`src/rtl/linked_list_fifo_arbiter_if.sv`:
```
// rtl/linked_list_fifo_arbiter_if.sv - request/grant and fifo flag bundle for linked_list_fifo_arbiter
interface linked_list_fifo_arbiter_if #(
    parameter int NUM_FIFOS = 2,
    parameter int CNT_WIDTH = 3
);
    logic [NUM_FIFOS-1:0] push_req;
    logic [NUM_FIFOS-1:0] pop_req;
    logic                 fifo_full;
    logic [NUM_FIFOS-1:0] fifo_empty;
    logic [NUM_FIFOS-1:0] push;
    logic [NUM_FIFOS-1:0] pop;
    logic [CNT_WIDTH-1:0] total_count;
    logic                 occ_err;

    modport master (
        output push_req, pop_req, fifo_full, fifo_empty,
        input  push, pop, total_count, occ_err
    );

    modport slave (
        input  push_req, pop_req, fifo_full, fifo_empty,
        output push, pop, total_count, occ_err
    );
endinterface

```
`src/rtl/linked_list_fifo_arbiter.sv`:
```
// rtl/linked_list_fifo_arbiter.sv - round-robin push/pop arbiter with per-queue quota for a shared linked-list fifo
module linked_list_fifo_arbiter #(
    parameter int DEPTH     = 4,
    parameter int NUM_FIFOS = 2,
    parameter int QUOTA     = DEPTH,
    parameter int IDX_WIDTH = $clog2(NUM_FIFOS),
    parameter int CNT_WIDTH = $clog2(DEPTH + 1)
) (
    input  logic                         clk,
    input  logic                         rst,
    linked_list_fifo_arbiter_if.slave    bus
);
    localparam logic [CNT_WIDTH-1:0] DEPTH_C = CNT_WIDTH'(DEPTH);
    localparam logic [CNT_WIDTH-1:0] QUOTA_C = CNT_WIDTH'(QUOTA);
    localparam logic [CNT_WIDTH-1:0] ONE_C   = CNT_WIDTH'(1);
    localparam logic [NUM_FIFOS-1:0] BIT0_C  = NUM_FIFOS'(1);

    logic [CNT_WIDTH-1:0] occ [NUM_FIFOS];
    logic [CNT_WIDTH-1:0] total;
    logic [IDX_WIDTH-1:0] push_ptr;
    logic [IDX_WIDTH-1:0] pop_ptr;
    logic                 occ_err_q;

    logic [NUM_FIFOS-1:0] push_elig;
    logic [NUM_FIFOS-1:0] pop_elig;
    logic                 push_hit;
    logic                 pop_hit;
    logic [IDX_WIDTH-1:0] push_idx;
    logic [IDX_WIDTH-1:0] pop_idx;
    logic [NUM_FIFOS-1:0] push_gnt;
    logic [NUM_FIFOS-1:0] pop_gnt;
    logic                 flag_mismatch;

    // Modulo add done in int so a non-power-of-2 NUM_FIFOS wraps at NUM_FIFOS, not 2**IDX_WIDTH.
    function automatic logic [IDX_WIDTH-1:0] wrap_add(input logic [IDX_WIDTH-1:0] base, input int k);
        int s;
        s = int'(base) + k;
        if (s >= NUM_FIFOS) s = s - NUM_FIFOS;
        return IDX_WIDTH'(s);
    endfunction

    always_comb begin
        push_elig     = '0;
        pop_elig      = '0;
        flag_mismatch = (bus.fifo_full != (total == DEPTH_C));
        for (int i = 0; i < NUM_FIFOS; i++) begin
            push_elig[i] = bus.push_req[i] & ~bus.fifo_full & (total < DEPTH_C) & (occ[i] < QUOTA_C);
            pop_elig[i]  = bus.pop_req[i] & (occ[i] != '0);
            if ((occ[i] == '0) != bus.fifo_empty[i]) flag_mismatch = 1'b1;
        end
    end

    always_comb begin
        push_hit = 1'b0;
        push_idx = push_ptr;
        pop_hit  = 1'b0;
        pop_idx  = pop_ptr;
        for (int k = 0; k < NUM_FIFOS; k++) begin
            if (!push_hit && push_elig[wrap_add(push_ptr, k)]) begin
                push_hit = 1'b1;
                push_idx = wrap_add(push_ptr, k);
            end
            if (!pop_hit && pop_elig[wrap_add(pop_ptr, k)]) begin
                pop_hit = 1'b1;
                pop_idx = wrap_add(pop_ptr, k);
            end
        end
    end

    // Grants are suppressed throughout reset so the fifo never sees a control while it is being cleared.
    assign push_gnt = (rst && push_hit) ? (BIT0_C << push_idx) : '0;
    assign pop_gnt  = (rst && pop_hit)  ? (BIT0_C << pop_idx)  : '0;

    assign bus.push        = push_gnt;
    assign bus.pop         = pop_gnt;
    assign bus.total_count = total;
    assign bus.occ_err     = occ_err_q;

    always_ff @(posedge clk) begin
        if (!rst) begin
            for (int i = 0; i < NUM_FIFOS; i++) occ[i] <= '0;
            total     <= '0;
            push_ptr  <= '0;
            pop_ptr   <= '0;
            occ_err_q <= 1'b0;
        end else begin
            for (int i = 0; i < NUM_FIFOS; i++) begin
                if (push_gnt[i] && !pop_gnt[i])      occ[i] <= occ[i] + ONE_C;
                else if (pop_gnt[i] && !push_gnt[i]) occ[i] <= occ[i] - ONE_C;
            end
            if ((|push_gnt) && !(|pop_gnt))      total <= total + ONE_C;
            else if ((|pop_gnt) && !(|push_gnt)) total <= total - ONE_C;
            if (push_hit) push_ptr <= wrap_add(push_idx, 1);
            if (pop_hit)  pop_ptr  <= wrap_add(pop_idx, 1);
            if (flag_mismatch) occ_err_q <= 1'b1;
        end
    end

    always_ff @(posedge clk) begin
        if (rst) begin
            assert ($onehot0(push_gnt));
            assert ($onehot0(pop_gnt));
            assert (!((|push_gnt) && bus.fifo_full));
            assert (!((|push_gnt) && !(|pop_gnt) && total == DEPTH_C));
            assert (!((|pop_gnt) && !(|push_gnt) && total == '0));
            for (int i = 0; i < NUM_FIFOS; i++) begin
                assert (!(pop_gnt[i] && bus.fifo_empty[i]));
                assert (!(push_gnt[i] && !pop_gnt[i] && occ[i] == DEPTH_C));
            end
        end
    end
endmodule

```
`src/flat_wrapper.sv`:
```
// flat-port wrapper written by rule: the top's interface ports become plain ports
module linked_list_fifo_arbiter_flat 
#(
    parameter int DEPTH     = 4,
    parameter int NUM_FIFOS = 2,
    parameter int QUOTA     = DEPTH,
    parameter int IDX_WIDTH = $clog2(NUM_FIFOS),
    parameter int CNT_WIDTH = $clog2(DEPTH + 1)
)
  (clk, rst, bus_push_req, bus_pop_req, bus_fifo_full, bus_fifo_empty, bus_push, bus_pop, bus_total_count, bus_occ_err);
  linked_list_fifo_arbiter_if #(.NUM_FIFOS(NUM_FIFOS), .CNT_WIDTH(CNT_WIDTH)) bus_i ();
  input  logic clk;
  input  logic rst;
  input wire logic [$bits(bus_i.push_req)-1:0] bus_push_req;
  input wire logic [$bits(bus_i.pop_req)-1:0] bus_pop_req;
  input wire logic [$bits(bus_i.fifo_full)-1:0] bus_fifo_full;
  input wire logic [$bits(bus_i.fifo_empty)-1:0] bus_fifo_empty;
  output wire logic [$bits(bus_i.push)-1:0] bus_push;
  output wire logic [$bits(bus_i.pop)-1:0] bus_pop;
  output wire logic [$bits(bus_i.total_count)-1:0] bus_total_count;
  output wire logic [$bits(bus_i.occ_err)-1:0] bus_occ_err;
  assign bus_i.push_req = bus_push_req;
  assign bus_i.pop_req = bus_pop_req;
  assign bus_i.fifo_full = bus_fifo_full;
  assign bus_i.fifo_empty = bus_fifo_empty;
  assign bus_push = bus_i.push;
  assign bus_pop = bus_i.pop;
  assign bus_total_count = bus_i.total_count;
  assign bus_occ_err = bus_i.occ_err;
  linked_list_fifo_arbiter #(.DEPTH(DEPTH), .NUM_FIFOS(NUM_FIFOS), .QUOTA(QUOTA), .IDX_WIDTH(IDX_WIDTH), .CNT_WIDTH(CNT_WIDTH)) u_core (.clk(clk), .rst(rst), .bus(bus_i));
endmodule
```
`config.mk`:
```
export PLATFORM = sky130hd
export DESIGN_NAME = linked_list_fifo_arbiter_flat
export DESIGN_NICKNAME = d
export VERILOG_FILES = /design/src/rtl/linked_list_fifo_arbiter_if.sv /design/src/rtl/linked_list_fifo_arbiter.sv /design/src/flat_wrapper.sv
export SDC_FILE = /design/constraint.sdc
export NUM_CORES = 1
export LEC_CHECK = 0
export BUFFER_PORTS_ARGS = -buffer_cell sky130_fd_sc_hd__buf_2
export CORE_MARGIN = 5
export CORE_UTILIZATION = 45
export DETAILED_ROUTE_END_ITERATION = 6
export PLACE_DENSITY = 0.69
export SLEW_MARGIN = 20
export SYNTH_ARGS = -nofsm -noshare
export SYNTH_HDL_FRONTEND = slang
export SYNTH_SLANG_ARGS = --single-unit
```
`constraint.sdc`:
```
create_clock -name clk -period 2.8 [get_ports clk]
set_input_delay 0.14 -clock clk [delete_from_list [all_inputs] [get_ports clk]]
set_output_delay 0.14 -clock clk [all_outputs]
set_load 0.005 [all_outputs]
```
==> results of run 1 <==
-- metrics by stage --
| step | area, µm² | util [%] | power (mW) | worst slack, ns |
|---|---|---|---|---|
| after CTS | 1000 | 56.1 | 0.681 | 0.407 |
| after detailed placement | 973 | 54.6 | 0.562 | 0.438 |
| final | 1000 | 56.1 | 0.677 | 0.422 |
| after floorplan | 867 | - | 0.487 | 0.568 |
| after global placement | 973 | 54.6 | 0.554 | 0.499 |
| after global routing | 1000 | 56.1 | 0.732 | 0.237 |
-- kinds of logic after synthesis --
logic type               share of synthesized area, %
AND/OR/NAND/NOR                                  17.9
AO/OA/AOI/OAI                                    21.5
flip-flops                                       34.6
buffers and inverters                            5.34
XOR/XNOR                                         9.09
adder cells (fa/ha/maj)                          10.4
multiplexers                                     1.15
-- layout make-up --
| type | instances | area, µm² |
|---|---|---|
| tap | 25 | 31.3 |
| inverter | 9 | 33.8 |
| fill | 175 | 783 |
| timing repair buffer | 17 | 87.6 |
| multi-input combinational | 64 | 520 |
| clock buffer | 4 | 26.3 |
| sequential | 12 | 300 |
-- cells in the mapped netlist (all sizes together) (2+ instances only) --
library cell  number  share of area, %
a21oi              6               3.5
a22oi              2               2.9
buf                2               1.4
dfxtp              6                14
edfxtp             6                21
fa                 2               4.6
ha                 4               5.8
inv                9               3.9
nand2             10               4.3
nand3              2               1.2
nor2               7               3.0
nor4b              2               3.5
o21ai              3               1.7
o31ai              2               3.3
or3                3               2.2
xnor2              3               3.0
xor2               6               6.1
-- layer usage --
metal | vias up | global-route usage [%] | part of all wire, %
met5 | - | 0 | 0
met4 | 0 | 10.2 | 2.6
li1 | 346 | - | -
met2 | 12 | 21.4 | 45
met1 | 310 | 19.8 | 49
met3 | 4 | 3.32 | 3.3
-- flip-flops by register name, summed over array words and instances (netlist names) --
name and cells:
u_core.occ 6, u_core.bus.total_count 3, u_core.bus.occ_err 1, u_core.pop_ptr 1
u_core.push_ptr 1
-- power by group --
part	internal, mW	switching [mW]	total [mW]
logic	0.130	0.144	0.273
clock network	0.0552	0.0626	0.118
registers	0.232	0.0533	0.286
-- worst min path at each step --
stage                       from            endpoint  slack [ns]  depth (start not counted)
2_1_floorplan     bus_pop_req[0]      u_core.pop_ptr        0.33                          2
3_3_place_gp   bus_fifo_empty[0]  u_core.bus.occ_err        0.43                          3
3_5_place_dp   bus_fifo_empty[0]  u_core.bus.occ_err        0.44                          3
4_1_cts        bus_fifo_empty[0]  u_core.bus.occ_err        0.16                          3
5_1_grt           bus_pop_req[0]      u_core.pop_ptr        0.19                          3
6_report       bus_fifo_empty[0]  u_core.bus.occ_err        0.17                          3
-- worst register-to-register path, stage by stage, from the launching register on --
cell and delay (ns):
edfxtp_1 0.51, nor4b_2 0.39, nor2_1 0.09, nor2_1 0.10
ha_1 0.19, inv_1 0.06, fa_1 0.38, xor2_1 0.16
or3_1 0.30, a21oi_1 0.14
==> metrics.md, run 1 <==
| Metric | Value |
|---|---|
| Outcome | `finished, final reports clean` |
| Pins Over Slew Limit | `0` |
| CP Max Fanout | `5` |
| Reg-to-reg critical path startpoint | `u_core.occ[0][2]` |
| Syn nets | `102` |
| Finish-stage setup viols | `0` |
| Initial antenna violation count | `0` |
| Register area share after synthesis | `34.6%` |
| Relative slew slack | `75.2%` |
| Critical path startpoint | `u_core.occ[0][2]` |
| Largest stage delay, worst path | `0.51 ns` |
| Syn Inst Count | `87` |
| Num rows | `15` |
| Worst setup path end | `u_core.bus.total_count[2]` |
| Maxcap violations | `0` |
| Leak Pwr | `0.432 nW` |
| Routability Congestion | `0.821` |
| Syn avg cell area | `9.97 µm²` |
| PostCTS Resize Cnt | `0` |
| Least-Margin Pin Slew | `0.372 ns` |
| WP data required | `3.01 ns` |
| Initial core utilization | `48.6%` |
| H-tree depth | `1` |
| Mapped Area | `867 µm²` |
| Placed Instances | `127` |
| Post-DR vias/cell | `5.13` |
| Max IR drop VDD | `0.416 mV` |
| Inserted Diodes | `0` |
| CTS root buf | `clkbuf_4` |
| Largest net degree at the start of global routing | `10` |
| EDFF count, synth | `6` |
| Detailed placer's ending HPWL | `1.35 mm` |
| Top_reg_cell synth | `edfxtp_1` |
| Most frequent cells in the layout | `buf_2 (16), nand2_1 (10), inv_1 (9)` |
| Post-DR wirelength/cell | `13.1 µm` |
| Endpoint class of the critical path | `register` |
| CTS tree | `done` |
| FMAX | `421 MHz` |
| CTS clk-pin slew, worst paths | `0.08 ns` |
| Worst path most repeated cell | `nor2_1` |
| Starting DRC count in detailed routing | `11` |
| #FFs+latches synth | `12` |
| Critical Path AT | `2.59 ns` |
| Vias in the first global route | `665` |
| Top delay family on crit path | `simple AND/OR/NAND/NOR gates` |
| R2R Setup Slk | `0.42 ns` |
| DIE AREA | `2900 µm²` |
| Critical Path Source Type | `register` |
| Residual DRC | `0` |
| Num CTS Buffers | `3` |
| Worst-case clock skew | `0.000537 ns` |
| Pwr Density | `677 nW/µm²` |
| Cells on worst reg2reg path | `9` |
| WP depth | `9` |
| Setup tns final | `0 ns` |
| Vias | `672` |
| Yosys warning count | `0` |
| Slowest CP cell | `edfxtp_1` |
| Yosys cell types | `31` |
| Nets | `122` |
| Core box area | `1780 µm²` |
| Worst hold slack | `0.168 ns` |
| Asr flop ratio synth | `0%` |
| Fin crit share | `84.9%` |
| Final WL | `1.72 mm` |
| Layout cells sized above 1 | `29.2%` |
| Post-Layout Cell Count | `131` |
| Die height | `53.9 µm` |
| DR pass1 iterations | `4` |
| ANT nets after route | `0` |
| Area Overhead vs Synth | `15.3%` |
| Top-Level Pins | `17` |
| Worst path bufs/invs | `1` |
| Max Buffers Root-to-Sink | `2` |
| Worst min-delay path category | `primary input to register` |
| GR Overflow Total | `0` |
| GRT Resource Usage Total | `14.9%` |
| Setup CP Type | `register to register` |
| Global-route wire length before repair | `2.99 mm` |
| Number of port buffers | `16` |
| Final hold violations | `0` |
| Worst-Skew Late Latency | `0.27 ns` |
| Commonest non-fill, non-tap cell in the layout | `buf_2` |
| CTS sink cnt | `12` |
| Crit-path cells | `nor4b_2, nor2_1, nor2_1, ha_1, inv_1, fa_1, xor2_1, or3_1, a21oi_1` |
| Post-CTS setup buffer count | `0` |
| Reg2reg end | `u_core.bus.total_count[2]` |
| Hold_buf cts | `0` |
| Tmin final | `2.38 ns` |
| RSZ-0062 raised after global routing | `no` |
| Width of the die | `53.9 µm` |
Power figures use the tool's default switching activity.
==> inputs of run 2 (changes only) <==
==> constraint.sdc (replaced) <==
create_clock -name clk -period 2.3 [get_ports clk]
set_input_delay 0.115 -clock clk [delete_from_list [all_inputs] [get_ports clk]]
set_output_delay 0.115 -clock clk [all_outputs]
set_load 0.005 [all_outputs]
==> metrics.md, run 2 (synthesis gave the netlist of run 1 again) <==
| Metric | Value |
|---|---|
| Outcome | `finished, final reports clean (unchanged)` |
| Residual DRC | `0 (unchanged)` |
| Reg2reg end | `u_core.bus.total_count[2] (unchanged)` |
| Leak Pwr | `0.469 nW (was 0.432 nW)` |
| Reg-to-reg critical path startpoint | `u_core.occ[0][2] (unchanged)` |
| Pwr Density | `808 nW/µm² (was 677 nW/µm²)` |
| Vias | `707 (was 672)` |
| Fillers | `151 (was 175)` |
| CTS clk-pin slew, worst paths | `0.08 ns (about the same)` |
| Reg with most FFs | `u_core.occ (unchanged)` |
| Worst hold slack | `0.175 ns (was 0.168 ns)` |
| Number of port buffers | `16 (unchanged)` |
| CTS root buf | `clkbuf_4 (unchanged)` |
| Least-Margin Pin Slew | `0.364 ns (was 0.372 ns)` |
| Tmin final | `2.28 ns (was 2.38 ns)` |
| Initial core utilization | `48.6% (unchanged)` |
| Relative slew slack | `75.7% (was 75.2%)` |
| Largest stage delay, worst path | `0.53 ns (was 0.51 ns)` |
| WP data required | `2.51 ns (was 3.01 ns)` |
| Slowest CP cell | `edfxtp_1 (unchanged)` |
| Cells on worst reg2reg path | `9 (unchanged)` |
| Largest net degree at the start of global routing | `10 (unchanged)` |
| Die height | `53.9 µm (unchanged)` |
| Routability Congestion | `0.836 (was 0.821)` |
| H-tree depth | `1 (unchanged)` |
| GR Overflow Total | `0 (unchanged)` |
| R2R Setup Slk | `0.02 ns (was 0.42 ns)` |
| Num rows | `15 (unchanged)` |
| FF+latch area | `300 µm² (unchanged)` |
| Fin crit share | `99.1% (was 84.9%)` |
| Worst-Skew Late Latency | `0.27 ns (about the same)` |
| Worst path most repeated cell | `nor2_1 (unchanged)` |
| Area of the multi-input gates | `553 µm² (was 520 µm²)` |
| Global-route wire length before repair | `2.80 mm (was 2.99 mm)` |
| Max Buffers Root-to-Sink | `2 (unchanged)` |
| Endpoint class of the critical path | `register (unchanged)` |
| FMAX | `439 MHz (was 421 MHz)` |
| Num CTS Buffers | `3 (unchanged)` |
| Design Power | `0.877 mW (was 0.677 mW)` |
| Nets | `129 (was 122)` |
| Final WL | `1.81 mm (was 1.72 mm)` |
| ANT nets after route | `0 (unchanged)` |
| Critical Path Source Type | `register (unchanged)` |
| Worst min-delay path category | `primary input to register (unchanged)` |
| Vias in the first global route | `673 (was 665)` |
| Finish-stage setup viols | `0 (unchanged)` |
| DR pass1 iterations | `4 (unchanged)` |
| Critical Path AT | `2.48 ns (was 2.59 ns)` |
| Most frequent cells in the layout | `buf_2 (16), nand2_1 (9), buf_4 (8) (was buf_2 (16), nand2_1 (10), inv_1 (9))` |
| Worst-case clock skew | `0.00754 ns (was 0.000537 ns)` |
| Maxcap violations | `0 (unchanged)` |
| Detailed placer's ending HPWL | `1.43 mm (was 1.35 mm)` |
| Pins Over Slew Limit | `0 (unchanged)` |
| Area Overhead vs Synth | `25.1% (was 15.3%)` |
| Commonest non-fill, non-tap cell in the layout | `buf_2 (unchanged)` |
| Critical path startpoint | `u_core.occ[0][2] (unchanged)` |
| Starting DRC count in detailed routing | `12 (was 11)` |
| Setup CP Type | `register to register (unchanged)` |
| Post-DR wirelength/cell | `13.1 µm (about the same)` |
| Crit-path cells | `nor4b_4, nor2_1, nor2_1, ha_2, inv_2, fa_2, xor2_1, or3_1, a21oi_2 (was nor4b_2, nor2_1, nor2_1, ha_1, inv_1, fa_1, xor2_1, or3_1, a21oi_1)` |
| DIE AREA | `2900 µm² (unchanged)` |
| CP Max Fanout | `4 (was 5)` |
| Max IR drop VDD | `0.519 mV (was 0.416 mV)` |
| Layout cells sized above 1 | `40.7% (was 29.2%)` |
| Inserted Diodes | `0 (unchanged)` |
| GRT Resource Usage Total | `13.8% (was 14.9%)` |
| RSZ-0062 raised after global routing | `yes (was no)` |
| Worst setup path end | `u_core.bus.total_count[2] (unchanged)` |
| Post-DR vias/cell | `5.12 (was 5.13)` |
| Core box area | `1780 µm² (unchanged)` |
| Top-Level Pins | `17 (unchanged)` |
| CTS tree | `done (unchanged)` |
| Width of the die | `53.9 µm (unchanged)` |
| Initial antenna violation count | `0 (unchanged)` |
| CTS sink cnt | `12 (unchanged)` |
| Max FFs per register | `6 (unchanged)` |
| Final hold violations | `0 (unchanged)` |
[run 2: changes by cell type in the layout (fill, tap and decap cells not counted), sizes merged]
cell / change
buf: +7
clkbuf: -1
clkinv: +1
[run 2: worst min path at each step]
| stage | startpoint | to | slack, ns | cells past startpoint |
|---|---|---|---|---|
| 5_1_grt | bus_fifo_empty[0] | u_core.bus.occ_err | 0.18 | 3 |
| 2_1_floorplan | bus_pop_req[0] | u_core.pop_ptr | 0.30 | 2 |
| 6_report | bus_fifo_empty[0] | u_core.bus.occ_err | 0.18 | 3 |
| 4_1_cts | bus_fifo_empty[0] | u_core.bus.occ_err | 0.17 | 3 |
| 3_3_place_gp | bus_fifo_empty[0] | u_core.bus.occ_err | 0.42 | 3 |
| 3_5_place_dp | bus_fifo_empty[0] | u_core.bus.occ_err | 0.45 | 3 |
[run 2: routing by layer]
metal | vias up | share of wire (%) | GRT usage [%]
met2 | 10 | 47 | 21.8
met3 | 4 | 4.5 | 2.77
li1 | 362 | - | -
met5 | - | 0 | 0
met1 | 331 | 48 | 17.4
met4 | 0 | 0.94 | 7.66
[run 2: metrics by stage]
stage | util, % | area [µm²] | setup WS (ns) | std cells | setup TNS (ns)
6_report | 60.8 | 1080 | 0.0206 | 138 | 0
5_1_grt | 60.8 | 1080 | -0.0761 | 138 | -0.0761
4_1_cts | 58.6 | 1040 | 0.000823 | 137 | 0
3_5_place_dp | 56.7 | 1010 | -0.0223 | 132 | -0.0223
3_3_place_gp | 56.7 | 1010 | 0.0355 | 132 | 0
2_1_floorplan | - | 867 | 0.0675 | 87 | 0
[run 2: layout make-up]
type / count / share of cell area, %
clock buffers: 3 / 2.08
clock inverters: 1 / 0.346
inverters: 9 / 3.11
multi-input cells: 64 / 51.0
flip-flops and latches: 12 / 27.7
well taps: 25 / 2.88
repair buffers: 24 / 12.9
[run 2: where the power goes]
group | leakage (nW) | switching (mW) | internal (mW)
Sequential | 0.113 | 0.0653 | 0.283
Clock | 0.0154 | 0.0692 | 0.0628
Combinational | 0.341 | 0.199 | 0.198
Total | 0.469 | 0.334 | 0.543
[run 2: what timing repair did]
item	in CTS	in global routing
endpoints found under the setup margin	1	1
pin swaps	0	3
gates cloned	0	0
hold buffers	0	0
setup buffers	1	1
gates resized for setup	0	10
[run 2: critical path: cells and delay by family (launching register included)]
| family | cells | cell delay [ns] |
|---|---|---|
| flip-flops | 1 | 0.53 |
| adder cells (fa/ha/maj) | 2 | 0.52 |
| XOR/XNOR | 1 | 0.15 |
| AND/OR/NAND/NOR | 4 | 0.83 |
| buffers and inverters | 1 | 0.04 |
| AO/OA/AOI/OAI | 1 | 0.13 |
==> inputs of run 3 (changes only) <==
--- a/config.mk
+++ b/config.mk
@@ -6,6 +6,7 @@
 export NUM_CORES = 1
 export LEC_CHECK = 0
 export BUFFER_PORTS_ARGS = -buffer_cell sky130_fd_sc_hd__buf_2
+export CORE_ASPECT_RATIO = 0.75
 export CORE_MARGIN = 5
 export CORE_UTILIZATION = 45
 export DETAILED_ROUTE_END_ITERATION = 6
==> metrics.md, run 3 (synthesis gave the netlist of run 1 again) <==
| Metric | Value |
|---|---|
| Outcome | `finished, final reports clean (unchanged)` |
| Worst min-delay path category | `primary input to register (unchanged)` |
| Num CTS Buffers | `3 (unchanged)` |
| Finish-stage setup viols | `0 (unchanged)` |
| Reg2reg end | `u_core.bus.total_count[2] (unchanged)` |
| Num rows | `13 (was 15)` |
| Global-route wire length before repair | `3.33 mm (was 2.80 mm)` |
| Initial antenna violation count | `0 (unchanged)` |
| Worst-case clock skew | `0.000686 ns (was 0.00754 ns)` |
| R2R Setup Slk | `0.11 ns (was 0.02 ns)` |
| Critical path startpoint | `u_core.occ[0][2] (unchanged)` |
| Final WL | `2.03 mm (was 1.81 mm)` |
| Reg-to-reg critical path startpoint | `u_core.occ[0][2] (unchanged)` |
| Sw Share | `38.5% (was 38.1%)` |
| Reg with most FFs | `u_core.occ (unchanged)` |
| DIE AREA | `2910 µm² (was 2900 µm²)` |
| Internal power | `0.550 mW (was 0.543 mW)` |
| Endpoint class of the critical path | `register (unchanged)` |
| Comb pwr share | `46.1% (was 45.3%)` |
| Detailed placer's ending HPWL | `1.54 mm (was 1.43 mm)` |
| Width of the die | `60.7 µm (was 53.9 µm)` |
| Sw power | `0.345 mW (was 0.334 mW)` |
| Nets | `130 (was 129)` |
| Routability Congestion | `0.787 (was 0.836)` |
| Critical Path AT | `2.40 ns (was 2.48 ns)` |
| Post-DR vias/cell | `5.38 (was 5.12)` |
| Post-Layout Inst Area | `1100 µm² (was 1080 µm²)` |
| Top-Level Pins | `17 (unchanged)` |
| Die height | `48.0 µm (was 53.9 µm)` |
| CTS root buf | `clkbuf_4 (unchanged)` |
| Post-DR wirelength/cell | `15.0 µm (was 13.1 µm)` |
| GRT Resource Usage Total | `16.1% (was 13.8%)` |
| Leak Pwr | `0.473 nW (was 0.469 nW)` |
| Worst-Skew Late Latency | `0.27 ns (about the same)` |
| Clock share of power | `14.6% (was 15.1%)` |
| Least-Margin Pin Slew | `0.386 ns (was 0.364 ns)` |
| Layout cells sized above 1 | `40.7% (unchanged)` |
| Setup CP Type | `register to register (unchanged)` |
| CP Max Fanout | `4 (unchanged)` |
| CTS sink cnt | `12 (unchanged)` |
| Vias | `726 (was 707)` |
| GR Overflow Total | `0 (unchanged)` |
| Final hold violations | `0 (unchanged)` |
| H-tree depth | `1 (unchanged)` |
| FMAX | `456 MHz (was 439 MHz)` |
| Max Buffers Root-to-Sink | `2 (unchanged)` |
| Relative slew slack | `74.2% (was 75.7%)` |
| Residual DRC | `0 (unchanged)` |
| Max IR drop VDD | `0.590 mV (was 0.519 mV)` |
| Most frequent cells in the layout | `buf_2 (16), nand2_1 (9), buf_4 (9) (was buf_2 (16), nand2_1 (9), buf_4 (8))` |
| Worst setup path end | `u_core.bus.total_count[2] (unchanged)` |
| Core box area | `1790 µm² (was 1780 µm²)` |
| Max FFs per register | `6 (unchanged)` |
| Initial core utilization | `48.5% (was 48.6%)` |
| CTS tree | `done (unchanged)` |
| WP data required | `2.51 ns (about the same)` |
| Inserted Diodes | `0 (unchanged)` |
| Commonest non-fill, non-tap cell in the layout | `buf_2 (unchanged)` |
| Worst setup margin | `0.109 ns (was 0.0206 ns)` |
| Largest net degree at the start of global routing | `10 (unchanged)` |
| Tmin final | `2.19 ns (was 2.28 ns)` |
| Maxcap violations | `0 (unchanged)` |
| Pins Over Slew Limit | `0 (unchanged)` |
| Setup slack at placement | `-0.00818 ns (was -0.0223 ns)` |
| Critical Path Source Type | `register (unchanged)` |
| CTS clk-pin slew, worst paths | `0.07 ns (was 0.08 ns)` |
| Flop pwr share | `39.3% (was 39.7%)` |
| Fin crit share | `95.3% (was 99.1%)` |
| Starting DRC count in detailed routing | `27 (was 12)` |
| ANT nets after route | `0 (unchanged)` |
| Area Overhead vs Synth | `26.4% (was 25.1%)` |
| Pwr Density | `817 nW/µm² (was 808 nW/µm²)` |
| Number of port buffers | `16 (unchanged)` |
| DR pass1 iterations | `4 (unchanged)` |
| Cells on worst reg2reg path | `9 (unchanged)` |
| Vias in the first global route | `701 (was 673)` |
| Placed Area | `1010 µm² (about the same)` |
run 3: repair_timing:
action | 4_1_cts | 5_1_grt
hold buffers | 0 | 0
pin swaps | 0 | 1
resized for setup | 0 | 10
setup buffers | 1 | 2
setup endpoints to repair | 1 | 2
run 3: power groups by stage:
stage          Sequential (mW)  Clock (mW)  Combinational (mW)
5_1_grt                  0.362       0.148               0.461
3_5_place_dp             0.350           0               0.359
3_3_place_gp             0.347           0               0.348
2_1_floorplan            0.342           0               0.251
6_report                 0.352       0.130               0.413
4_1_cts                  0.343       0.135               0.370
run 3: stage by stage:
| step | hold slack (ns) | power [mW] | setup TNS [ns] | instances | utilization, % |
|---|---|---|---|---|---|
| floorplan | 0.303 | 0.593 | 0 | 87 | - |
| global placement | 0.416 | 0.695 | 0 | 129 | 56.3 |
| detailed placement | 0.422 | 0.709 | -0.00818 | 129 | 56.3 |
| CTS | 0.139 | 0.848 | 0 | 133 | 58.0 |
| global route | 0.186 | 0.972 | -0.0390 | 135 | 61.3 |
| finish | 0.135 | 0.895 | 0 | 135 | 61.3 |
run 3: layout make-up:
| class | count | area (µm²) |
|---|---|---|
| Tap cell | 22 | 27.5 |
| Multi-Input combinational cell | 64 | 564 |
| Sequential cell | 12 | 300 |
| Timing Repair Buffer | 25 | 148 |
| Clock buffer | 3 | 22.5 |
| Fill cell | 175 | 693 |
| Inverter | 9 | 33.8 |
run 3: routing by layer:
| metal | track usage (%) | up-vias | part of all wire [%] |
|---|---|---|---|
| met2 | 25.2 | 14 | 47 |
| met4 | 2.60 | 0 | 0.74 |
| li1 | - | 366 | - |
| met1 | 22.1 | 344 | 46 |
| met5 | 0 | - | 0 |
| met3 | 5.66 | 2 | 6.8 |
run 3: worst min path at each step:
| stage | from | cells past startpoint | slack, ns | to |
|---|---|---|---|---|
| 2_1_floorplan | bus_pop_req[0] | 2 | 0.30 | u_core.pop_ptr |
| 3_3_place_gp | bus_fifo_empty[0] | 3 | 0.42 | u_core.bus.occ_err |
| 3_5_place_dp | bus_fifo_empty[0] | 3 | 0.42 | u_core.bus.occ_err |
| 4_1_cts | bus_fifo_empty[0] | 3 | 0.14 | u_core.bus.occ_err |
| 5_1_grt | bus_fifo_empty[0] | 3 | 0.19 | u_core.bus.occ_err |
| 6_report | bus_fifo_empty[0] | 3 | 0.14 | u_core.bus.occ_err |
run 3: critical path, cell delays in order (launching register included):
cell and delay, ns:
edfxtp_1 0.50, o31ai_4 0.32, nand2_1 0.08, nand2_1 0.08, ha_2 0.18, inv_1 0.06
fa_2 0.33, xor2_1 0.15, or3_1 0.32, a21oi_2 0.11
